File: config.mk
export PLATFORM = sky130hd
export DESIGN_NAME = safe_lock_controller
export DESIGN_NICKNAME = d
export VERILOG_FILES = /design/src/rtl/safe_pkg.sv /design/src/rtl/keypad_entry_buffer.sv /design/src/rtl/safe_lock_controller.sv
export SDC_FILE = /design/constraint.sdc
export NUM_CORES = 1
export LEC_CHECK = 0
export CORE_MARGIN = 1.5
export CORE_UTILIZATION = 55
export CTS_BUF_LIST = sky130_fd_sc_hd__clkbuf_4 sky130_fd_sc_hd__clkbuf_8 sky130_fd_sc_hd__clkbuf_16
export DETAILED_ROUTE_END_ITERATION = 10
export PLACE_DENSITY_LB_ADDON = 0.12
export SYNTH_ARGS = -nofsm -noshare
export SYNTH_HDL_FRONTEND = slang
export SYNTH_SLANG_ARGS = --single-unit
File: constraint.sdc
create_clock -name clk_i -period 2.7 [get_ports clk_i]
set_input_delay 0.405 -clock clk_i [delete_from_list [all_inputs] [get_ports clk_i]]
set_output_delay 0.405 -clock clk_i [all_outputs]
set_load 0.01 [all_outputs]
File: src/rtl/safe_pkg.sv
// Shared key codes, FSM state encoding and key classification for the safe lock controller.
package safe_pkg;

  localparam logic [3:0] KEY_ENTER = 4'd10;
  localparam logic [3:0] KEY_STAR  = 4'd11;
  localparam logic [3:0] KEY_NONE  = 4'd13;

  typedef enum logic [2:0] {
    StIdle     = 3'd0,
    StEntry    = 3'd1,
    StCheck    = 3'd2,
    StUnlocked = 3'd3,
    StProgram  = 3'd4,
    StLockout  = 3'd5
  } state_e;

  function automatic logic is_digit(input logic [3:0] key);
    return key <= 4'd9;
  endfunction

endpackage

File: src/rtl/keypad_entry_buffer.sv
// PIN digit collector: nibble shift register, digit count and overflow flag.
// Newest digit lands in the LS nibble, so the first-entered digit ends up in the MS nibble.
module keypad_entry_buffer #(
  parameter int unsigned CODE_LEN = 4,
  localparam int unsigned CntW = $clog2(CODE_LEN + 1)
) (
  input  logic                  clk_i,
  input  logic                  rst_ni,
  input  logic                  clr_i,
  input  logic                  shift_i,
  input  logic [3:0]            digit_i,
  output logic [4*CODE_LEN-1:0] buf_o,
  output logic [CntW-1:0]       count_o,
  output logic                  overflow_o
);

  logic [4*CODE_LEN-1:0] buf_q, buf_d;
  logic [CntW-1:0]       cnt_q, cnt_d;
  logic                  ovf_q, ovf_d;

  // Clear has priority; a digit past CODE_LEN only flags overflow and leaves the buffer intact.
  always_comb begin
    buf_d = buf_q;
    cnt_d = cnt_q;
    ovf_d = ovf_q;
    if (clr_i) begin
      buf_d = '0;
      cnt_d = '0;
      ovf_d = 1'b0;
    end else if (shift_i) begin
      if (cnt_q < CntW'(CODE_LEN)) begin
        buf_d      = buf_q << 4;
        buf_d[3:0] = digit_i;
        cnt_d      = cnt_q + CntW'(1);
      end else begin
        ovf_d = 1'b1;
      end
    end
  end

  // Buffer state registers with synchronous reset.
  always_ff @(posedge clk_i) begin
    if (!rst_ni) begin
      buf_q <= '0;
      cnt_q <= '0;
      ovf_q <= 1'b0;
    end else begin
      buf_q <= buf_d;
      cnt_q <= cnt_d;
      ovf_q <= ovf_d;
    end
  end

  assign buf_o      = buf_q;
  assign count_o    = cnt_q;
  assign overflow_o = ovf_q;

endmodule

File: src/rtl/safe_lock_controller.sv
// Safe unlock sequencer: PIN entry/check, timed unlock, failed-attempt lockout and code
// re-programming while unlocked. All outputs are registered.
module safe_lock_controller
  import safe_pkg::*;
#(
  parameter int unsigned          CODE_LEN       = 4,
  parameter logic [4*CODE_LEN-1:0] DEFAULT_CODE  = 16'h1234,
  parameter int unsigned          MAX_TRIES      = 3,
  parameter int unsigned          UNLOCK_CYCLES  = 50_000_000,
  parameter int unsigned          LOCKOUT_CYCLES = 500_000_000,
  parameter int unsigned          ENTRY_TIMEOUT  = 250_000_000
) (
  input  logic       clk_i,
  input  logic       rst_ni,
  input  logic [3:0] key_code_i,
  output logic       unlock_o,
  output logic       lockout_o,
  output logic       alarm_o,
  output logic       prog_mode_o,
  output logic       ok_pulse_o,
  output logic       err_pulse_o,
  output logic [2:0] fail_count_o,
  output logic [2:0] state_dbg_o
);

  localparam int unsigned MaxUl     = (UNLOCK_CYCLES > LOCKOUT_CYCLES) ? UNLOCK_CYCLES
                                                                       : LOCKOUT_CYCLES;
  localparam int unsigned MaxCycles = (MaxUl > ENTRY_TIMEOUT) ? MaxUl : ENTRY_TIMEOUT;
  localparam int unsigned TimerW    = $clog2(MaxCycles) + 1;
  localparam int unsigned CntW      = $clog2(CODE_LEN + 1);

  state_e                state_q, state_d;
  logic [TimerW-1:0]     timer_q, timer_d;
  logic [2:0]            fail_q, fail_d;
  logic [4*CODE_LEN-1:0] code_q, code_d;
  logic                  unlock_q, lockout_q, prog_q, ok_q, ok_d, err_q, err_d;

  logic                  buf_clr, buf_shift, key_acc;
  logic [4*CODE_LEN-1:0] buf_val;
  logic [CntW-1:0]       buf_cnt;
  logic                  buf_ovf;

  logic                  key_dig, key_enter, key_star;
  logic                  buf_full_ok, expired;
  logic [TimerW-1:0]     timer_last;
  logic [2:0]            fail_inc;

  keypad_entry_buffer #(
    .CODE_LEN(CODE_LEN)
  ) u_buf (
    .clk_i     (clk_i),
    .rst_ni    (rst_ni),
    .clr_i     (buf_clr),
    .shift_i   (buf_shift),
    .digit_i   (key_code_i),
    .buf_o     (buf_val),
    .count_o   (buf_cnt),
    .overflow_o(buf_ovf)
  );

  // Key decode, per-state timer limit and the "exactly CODE_LEN digits, no overflow" test.
  always_comb begin
    key_dig     = is_digit(key_code_i);
    key_enter   = (key_code_i == KEY_ENTER);
    key_star    = (key_code_i == KEY_STAR);
    buf_full_ok = (buf_cnt == CntW'(CODE_LEN)) && !buf_ovf;
    fail_inc    = fail_q + 3'd1;
    case (state_q)
      StUnlocked: timer_last = TimerW'(UNLOCK_CYCLES - 1);
      StLockout:  timer_last = TimerW'(LOCKOUT_CYCLES - 1);
      default:    timer_last = TimerW'(ENTRY_TIMEOUT - 1);
    endcase
    expired = (timer_q == timer_last);
  end

  // Next-state logic; a key always takes precedence over a same-cycle timer expiry.
  always_comb begin
    state_d   = state_q;
    fail_d    = fail_q;
    code_d    = code_q;
    ok_d      = 1'b0;
    err_d     = 1'b0;
    buf_clr   = 1'b0;
    buf_shift = 1'b0;
    key_acc   = 1'b0;
    case (state_q)
      StIdle: begin
        if (key_dig) begin
          buf_shift = 1'b1;
          state_d   = StEntry;
        end
      end
      StEntry: begin
        if (key_dig) begin
          buf_shift = 1'b1;
          key_acc   = 1'b1;
        end else if (key_star || (!key_enter && expired)) begin
          buf_clr = 1'b1;
          state_d = StIdle;
        end else if (key_enter) begin
          state_d = StCheck;
        end
      end
      StCheck: begin
        buf_clr = 1'b1;
        if (buf_full_ok && (buf_val == code_q)) begin
          ok_d    = 1'b1;
          fail_d  = 3'd0;
          state_d = StUnlocked;
        end else begin
          err_d   = 1'b1;
          fail_d  = fail_inc;
          state_d = (fail_inc == 3'(MAX_TRIES)) ? StLockout : StIdle;
        end
      end
      StUnlocked: begin
        if (key_enter) begin
          state_d = StIdle;
        end else if (key_star) begin
          state_d = StProgram;
        end else if (expired) begin
          state_d = StIdle;
        end
      end
      StProgram: begin
        if (key_dig) begin
          buf_shift = 1'b1;
          key_acc   = 1'b1;
        end else if (key_enter && buf_full_ok) begin
          buf_clr = 1'b1;
          code_d  = buf_val;
          ok_d    = 1'b1;
          state_d = StIdle;
        end else if (key_enter || key_star || expired) begin
          buf_clr = 1'b1;
          err_d   = 1'b1;
          state_d = StIdle;
        end
      end
      StLockout: begin
        if (expired) begin
          fail_d  = 3'd0;
          state_d = StIdle;
        end
      end
      default: begin
        buf_clr = 1'b1;
        state_d = StIdle;
      end
    endcase

    // Timer restarts on any state change or accepted digit; idles at zero in IDLE.
    if ((state_d != state_q) || key_acc || (state_q == StIdle)) begin
      timer_d = '0;
    end else begin
      timer_d = timer_q + TimerW'(1);
    end
  end

  // FSM state, timer, fail counter, stored code and registered outputs.
  always_ff @(posedge clk_i) begin
    if (!rst_ni) begin
      state_q   <= StIdle;
      timer_q   <= '0;
      fail_q    <= 3'd0;
      code_q    <= DEFAULT_CODE;
      unlock_q  <= 1'b0;
      lockout_q <= 1'b0;
      prog_q    <= 1'b0;
      ok_q      <= 1'b0;
      err_q     <= 1'b0;
    end else begin
      state_q   <= state_d;
      timer_q   <= timer_d;
      fail_q    <= fail_d;
      code_q    <= code_d;
      unlock_q  <= (state_d == StUnlocked);
      lockout_q <= (state_d == StLockout);
      prog_q    <= (state_d == StProgram);
      ok_q      <= ok_d;
      err_q     <= err_d;
    end
  end

  assign unlock_o     = unlock_q;
  assign lockout_o    = lockout_q;
  assign alarm_o      = lockout_q;
  assign prog_mode_o  = prog_q;
  assign ok_pulse_o   = ok_q;
  assign err_pulse_o  = err_q;
  assign fail_count_o = fail_q;
  assign state_dbg_o  = state_q;

endmodule

==> results of run 1 <==
==> where the power goes <==
| part | leakage, uW | switching (uW) | internal (uW) |
|---|---|---|---|
| clock network | 0.000115 | 424 | 545 |
| registers | 0.000623 | 18.8 | 1150 |
| logic | 0.000882 | 91.7 | 72.8 |
| total | 0.00162 | 535 | 1770 |
==> worst max-delay path by stage <==
stage	from	endpoint	slack, ps	depth (start not counted)
6_report	timer_q[21]	timer_q[29]	180	8
5_1_grt	timer_q[16]	timer_q[17]	60	8
4_1_cts	timer_q[16]	timer_q[29]	160	8
3_5_place_dp	key_code_i[1]	timer_q[29]	-20	9
3_3_place_gp	key_code_i[1]	timer_q[18]	40	9
2_1_floorplan	timer_q[15]	u_buf.count_o[0]	340	8
==> cell type report <==
| type | instances | share of cell area |
|---|---|---|
| repair buffers | 34 | 0.0793 |
| clock inverters | 5 | 0.0188 |
| inverters | 8 | 0.00685 |
| clock buffers | 11 | 0.0317 |
| well taps | 80 | 0.0228 |
| flip-flops and latches | 77 | 0.351 |
| multi-input cells | 324 | 0.489 |
==> synthesized netlist by cell type, drive strengths merged (2+ instances only) <==
cell type  instances  area share
xnor2              8       0.018
o22ai              2      0.0033
or4                2      0.0049
nand2             52       0.052
ha                 5       0.016
inv                7      0.0069
a22oi              2      0.0039
dfxtp             77        0.40
or4b               2      0.0052
xor2              38       0.087
nand2b             7       0.011
or2                2      0.0033
o21ai              8       0.010
nor3               6      0.0078
mux2i             19       0.050
and4               7       0.016
nor2              72        0.10
clkbuf             4      0.0039
nor4               5      0.0082
o21a               4      0.0098
nor2b              2      0.0033
and2               2      0.0033
nor4bb             2      0.0052
and3               3      0.0049
buf               13       0.026
a21oi             22       0.030
a31oi              2      0.0072
nand4             11       0.018
nand3             17       0.024
nand3b             5      0.0098
and3b              3      0.0069
==> through the flow <==
step	instances	TNS (ps)	worst slack [ps]
after floorplan	426	0	345
after global placement	523	0	37.3
after detailed placement	523	-75.8	-15.2
after CTS	539	0	162
after global routing	539	0	60.7
final	539	0	176
==> per-layer routing <==
| layer | up-vias | wire length (microns) | GRT usage | share of wire |
|---|---|---|---|---|
| li1 | 1517 | - | - | - |
| met1 | 1398 | 3750 | 0.290 | 0.48 |
| met2 | 55 | 3650 | 0.376 | 0.47 |
| met3 | 6 | 286 | 0.0571 | 0.037 |
| met4 | 0 | 51 | 0.0601 | 0.0066 |
| met5 | - | 0 | 0 | 0 |
==> layout by cell type, fill, tap and decap left out, types with 2 or more instances in the layout <==
cell type         n
dfxtp_1          77
nand2_1          51
nor2_2           50
xor2_1           38
nor2_1           22
a21oi_1          21
mux2i_1          19
clkdlybuf4s50_1  17
nand3_1          16
buf_4            13
nand4_1          11
clkbuf_8          9
xnor2_1           8
inv_1             7
nand2b_1          7
and4_1            7
o21ai_0           7
nor3_1            6
nand3b_1          5
nor4_1            5
ha_1              5
buf_12            4
and3b_1           3
and3_1            3
o21a_1            3
nor4bb_1          2
or2_2             2
or4b_1            2
a22oi_1           2
and2_1            2
o22ai_1           2
clkbuf_4          2
bufinv_16         2
==> kinds of logic (layout without fill, tap and decap cells) <==
logic type      after synthesis  count (layout)
simple gates                205             205
flops                        77              77
compound gates               49              49
xor+xnor                     46              46
buf+inv                      25              58
mux                          19              19
fa+ha+maj                     5               5
==> registers in the layout (all words and copies together) (netlist names) <==
name and cells:
alarm_o 1, code_q 16, err_pulse_o 1, fail_count_o 3, ok_pulse_o 1, prog_mode_o 1, state_dbg_o 3, timer_q 30
u_buf.buf_o 16, u_buf.count_o 3, u_buf.overflow_o 1, unlock_o 1
==> worst reg2reg max path, cell delays in order, from the launching register on <==
cell	delay [ps]
dfxtp_1	370
or4b_1	490
or4_4	510
a2bb2oi_4	200
a21oi_2	80
o21a_4	240
a31oi_4	270
buf_12	210
nor2_2	60
==> reports/metrics.yaml, run 1 <==
routing:
  post_drt_wl_per_cell_microns: 14.3
  wl_mm: 7.73
  num_vias: 2976
  drc: 0
  firstDrtPassIters: 4
  drtIter0Drc: 110
  via_per_inst: 5.52
  ant_nets: 0
critical_path:
  timing.rr.end: "timer_q[29]"
  reg2reg_from: "timer_q[21]"
  critPathBufInv: 1
  worstPathArrival_ps: 2770
  ff2ff_path_depth: 8
  critPathCaptureType: "flop"
  path_cells: "or4b_1, or4_4, a2bb2oi_4, a21oi_2, o21a_4, a31oi_4, buf_12, nor2_2"
  slowest_stage: "or4_4"
  start_kind: "flop"
  path_class: "flop to flop"
  worst_ep_required_time_ps: 2950
  max_stage_delay_ps: 510
  cp_top_family: "simple AND/OR/NAND/NOR gates"
  r2r_slack_ps: 180
  critPathMaxFanout: 15
global_route:
  overflow: 0
  antenna_found_initial: 0
  grt_pass1_wl_mm: 13.3
  track_usage: 0.225
  grt_max_degree: 21
  grt_pass1_vias: 2864
synthesis:
  synth_fa_ha_area_frac: 0.0163
  synthArstFlopShare: 0
  synthXorXnorAreaFrac: 0.105
  synth_seq_cells: 77
  ys_warn_count: 0
  synthMuxAreaShare: 0.0496
  synthCells: 426
  yosysSeqAreaShare: 0.402
  synth_area_sq_mm: 0.00383
  synth_top_family_by_area: "simple AND/OR/NAND/NOR gates"
  synth-compound-area-share: 0.0898
  synthFlopType: "dfxtp_1"
  synth_nets: 437
  avgSynthCellArea_sq_um: 8.99
  synth_edf_count: 0
  yosysUniqueCellTypes: 56
  synth_simple_gate_area_frac: 0.298
timing:
  finalCriticalPeriod_ps: 2520
  maxSlewViolCount: 0
  worst_slew_pin_slew_ps: 517
  hold_slack_ps: 460
  fmax_mhz: 396
  period_share: 0.935
  setup_viol: 0
  grt_setup_unrepaired: "no"
  relSlewSlack: 0.651
  skew_ps: 14.0
  hold_viol: 0
floorplan:
  fp.dieArea_sq_mm: 0.00748
  placementRows: 30
  die_w_microns: 86.5
  ios: 18
  core_sq_mm: 0.00676
  initial_core_util: 0.567
  fp.dieH_microns: 86.5
clock_network:
  clock_latency_ps: 360
  cts_max_path_buffers: 2
  numCtsBuffers: 9
  htreeDepth: 3
  clk_pin_slew_ps: 80
  cts_resized: 0
  cts_setup_buffers: 0
  cts.sinks: 77
  cts_tree: "done"
  ctsRootBufferMaster: "clkbuf_8"
  hold_buffers: 0
run_status:
  outcome: "completed"
place:
  dpl.hpwl_mm: 5.38
  placed_area_sq_mm: 0.00417
  gp_congestion: 0.834
  placement.io_buffers: 17
power:
  ir_worst_vdd_uv: 318
  p_per_area_mw_per_mm2: 526
  fin_total_pwr_uw: 2310
  cellLeakagePower_uw: 0.00162
hold_path:
  holdPathStages: 2
  min_to: "u_buf.overflow_o"
  min_from: "u_buf.overflow_o"
  min_path_type: "flop to flop"
final_layout:
  final_cell_area_sq_mm: 0.00439
  fillers: 565
  diodes: 0
  nNetsFinal: 465
  seq_area_sq_mm: 0.00154
  final_util: 0.649
  area_growth_pct: 14.5
  multi_input_area_sq_mm: 0.00215
  drive_above_1_share: 0.209
run:
  cap_violations: 0
Power figures use the tool's default switching activity.
==> inputs of run 2 (changes only) <==
- CORE_UTILIZATION: 55 -> 45
==> run 2 against run 1 <==
Against the previous run:
- core utilization is 11 points lower
- via count fell by 2.4%
- clock power increased by 10%
- flip-flop and latch count did not move
- final area grew 0.91%
- setup slack improved by 4.7 ps
- first-iteration DRC count fell by 4.5%
- sequential power barely moved
- non-clock buffer count up 1
- wire length increased by 0.26%
- count of clock-buffer cells in the layout shrank 1
- total power grew 4.2%
- critical path type unchanged
==> reports/metrics.yaml, run 2 (synthesized netlist as in run 1, its figures left out) <==
run_status:
  outcome: "completed"
routing:
  firstDrtPassIters: 4
  via_per_inst: 5.14
  post_drt_wl_per_cell_microns: 13.7
  num_vias: 2905
  ant_nets: 0
  drtIter0Drc: 105
  drc: 0
  wl_mm: 7.75
final_layout:
  layout_commonest_cell: "dfxtp_1"
  nNetsFinal: 466
  final_util: 0.539
  diodes: 0
  drive_above_1_share: 0.211
  regMostFlops: "timer_q"
  final_cell_mix: "dfxtp_1, nand2_1, nor2_2, xor2_1, nor2_1"
  final_cell_area_sq_mm: 0.00443
  area_growth_pct: 15.5
  largest_reg_flops: 30
power:
  cellLeakagePower_uw: 0.00162
  p_sw_frac: 0.226
  combPwrFrac: 0.066
  power.internal_uw: 1860
  p_per_area_mw_per_mm2: 542
  ir_worst_vdd_uv: 262
  pwr-share-clk: 0.446
  p_switching_uw: 542
  seqPwrFrac: 0.488
clock_network:
  hold_buffers: 0
  cts_resized: 0
  cts_tree: "done"
  htreeDepth: 3
  cts.sinks: 77
  numCtsBuffers: 9
  clk_pin_slew_ps: 80
  ctsRootBufferMaster: "clkbuf_8"
  cts_max_path_buffers: 2
  cts_setup_buffers: 0
  clock_latency_ps: 350
critical_path:
  max_stage_delay_ps: 510
  critPathCaptureType: "flop"
  worstPathArrival_ps: 2760
  path_class: "flop to flop"
  slowest_stage: "or4_4"
  path_cells: "or4b_1, or4_4, a2bb2oi_4, a21oi_2, o21a_4, a31oi_4, buf_12, nor2_2"
  critPathMaxFanout: 30
  start_kind: "flop"
  worst_ep_required_time_ps: 2940
  critPathBufInv: 1
  cp_top_family: "simple AND/OR/NAND/NOR gates"
timing:
  relSlewSlack: 0.687
  setup_tns_ps: 0
  hold_viol: 0
  skew_ps: 12.7
  fmax_mhz: 397
  period_share: 0.933
  worst_slew_pin_slew_ps: 463
  setup_viol: 0
  grt_setup_unrepaired: "no"
  finalCriticalPeriod_ps: 2520
  maxSlewViolCount: 0
place:
  placed_area_sq_mm: 0.00418
  gp_congestion: 0.812
  placement.io_buffers: 17
  dpl.hpwl_mm: 5.46
global_route:
  grt_max_degree: 31
  track_usage: 0.186
  grt_pass1_wl_mm: 13.0
  antenna_found_initial: 0
  overflow: 0
  grt_pass1_vias: 2679
floorplan:
  core_sq_mm: 0.00822
  ios: 18
  die_w_microns: 95.3
  fp.dieArea_sq_mm: 0.00908
  placementRows: 33
  initial_core_util: 0.466
  fp.dieH_microns: 95.3
hold_path:
  min_path_type: "flop to flop"
run:
  cap_violations: 0
[run 2: cell types whose count changed in the layout (fill, tap and decap cells not counted), sizes merged]
cell / previous run / this run
clkbuf: 11 / 10
buf: 17 / 18
inv: 8 / 7
bufinv: 2 / 3
clkinvlp: 0 / 2
clkinv: 3 / 2
[run 2: worst reg2reg max path: stages (launching register included)]
cell,delay (ps)
dfxtp_1,410
or4b_1,460
or4_4,510
a2bb2oi_4,200
a21oi_2,90
o21a_4,240
a31oi_4,180
buf_12,240
nor2_2,90
[run 2: layout make-up]
type,instances,area (sq um)
Fill cell,800,3790
Inverter,8,30.0
Sequential cell,77,1540
Clock buffer,10,138
Multi-Input combinational cell,324,2150
Clock inverter,6,110
Tap cell,105,131
Timing Repair Buffer,35,330
[run 2: power groups by stage]
stage                     clock network, uW  registers, uW  logic, uW
final                                  1070           1170        158
after global routing                   1150           1170        176
after CTS                              1110           1170        159
after detailed placement                  0           1200        158
after global placement                    0           1200        156
after floorplan                           0           1200        110
[run 2: final timing paths]
check	slack, ps	from	endpoint	depth (start not counted)
max	180	timer_q[16]	timer_q[29]	8
max reg2reg	180	timer_q[16]	timer_q[29]	8
min reg2reg	470	code_q[10]	code_q[10]	2
min	470	code_q[10]	code_q[10]	2
[run 2: routing by layer]
metal,global-route usage,share of wire,wire [microns]
met3,0.0455,0.029,223
met5,0,0,0
met2,0.290,0.44,3430
met4,0.0647,0.016,124
met1,0.250,0.51,3970
[run 2: metrics by stage]
step                      hold WS, ps  total power, uW  worst slack, ps  instances
after floorplan                   430             1310              345        426
after global placement            444             1350             61.4        549
after detailed placement          453             1360             28.9        549
after CTS                         469             2440              175        565
after global routing              484             2500              108        565
final                             468             2400              180        565
==> inputs of run 3 (changes only) <==
- SLEW_MARGIN: unset -> 20
==> results of run 3 <==
Final layout, timing and power as in run 2 (identical DEF).
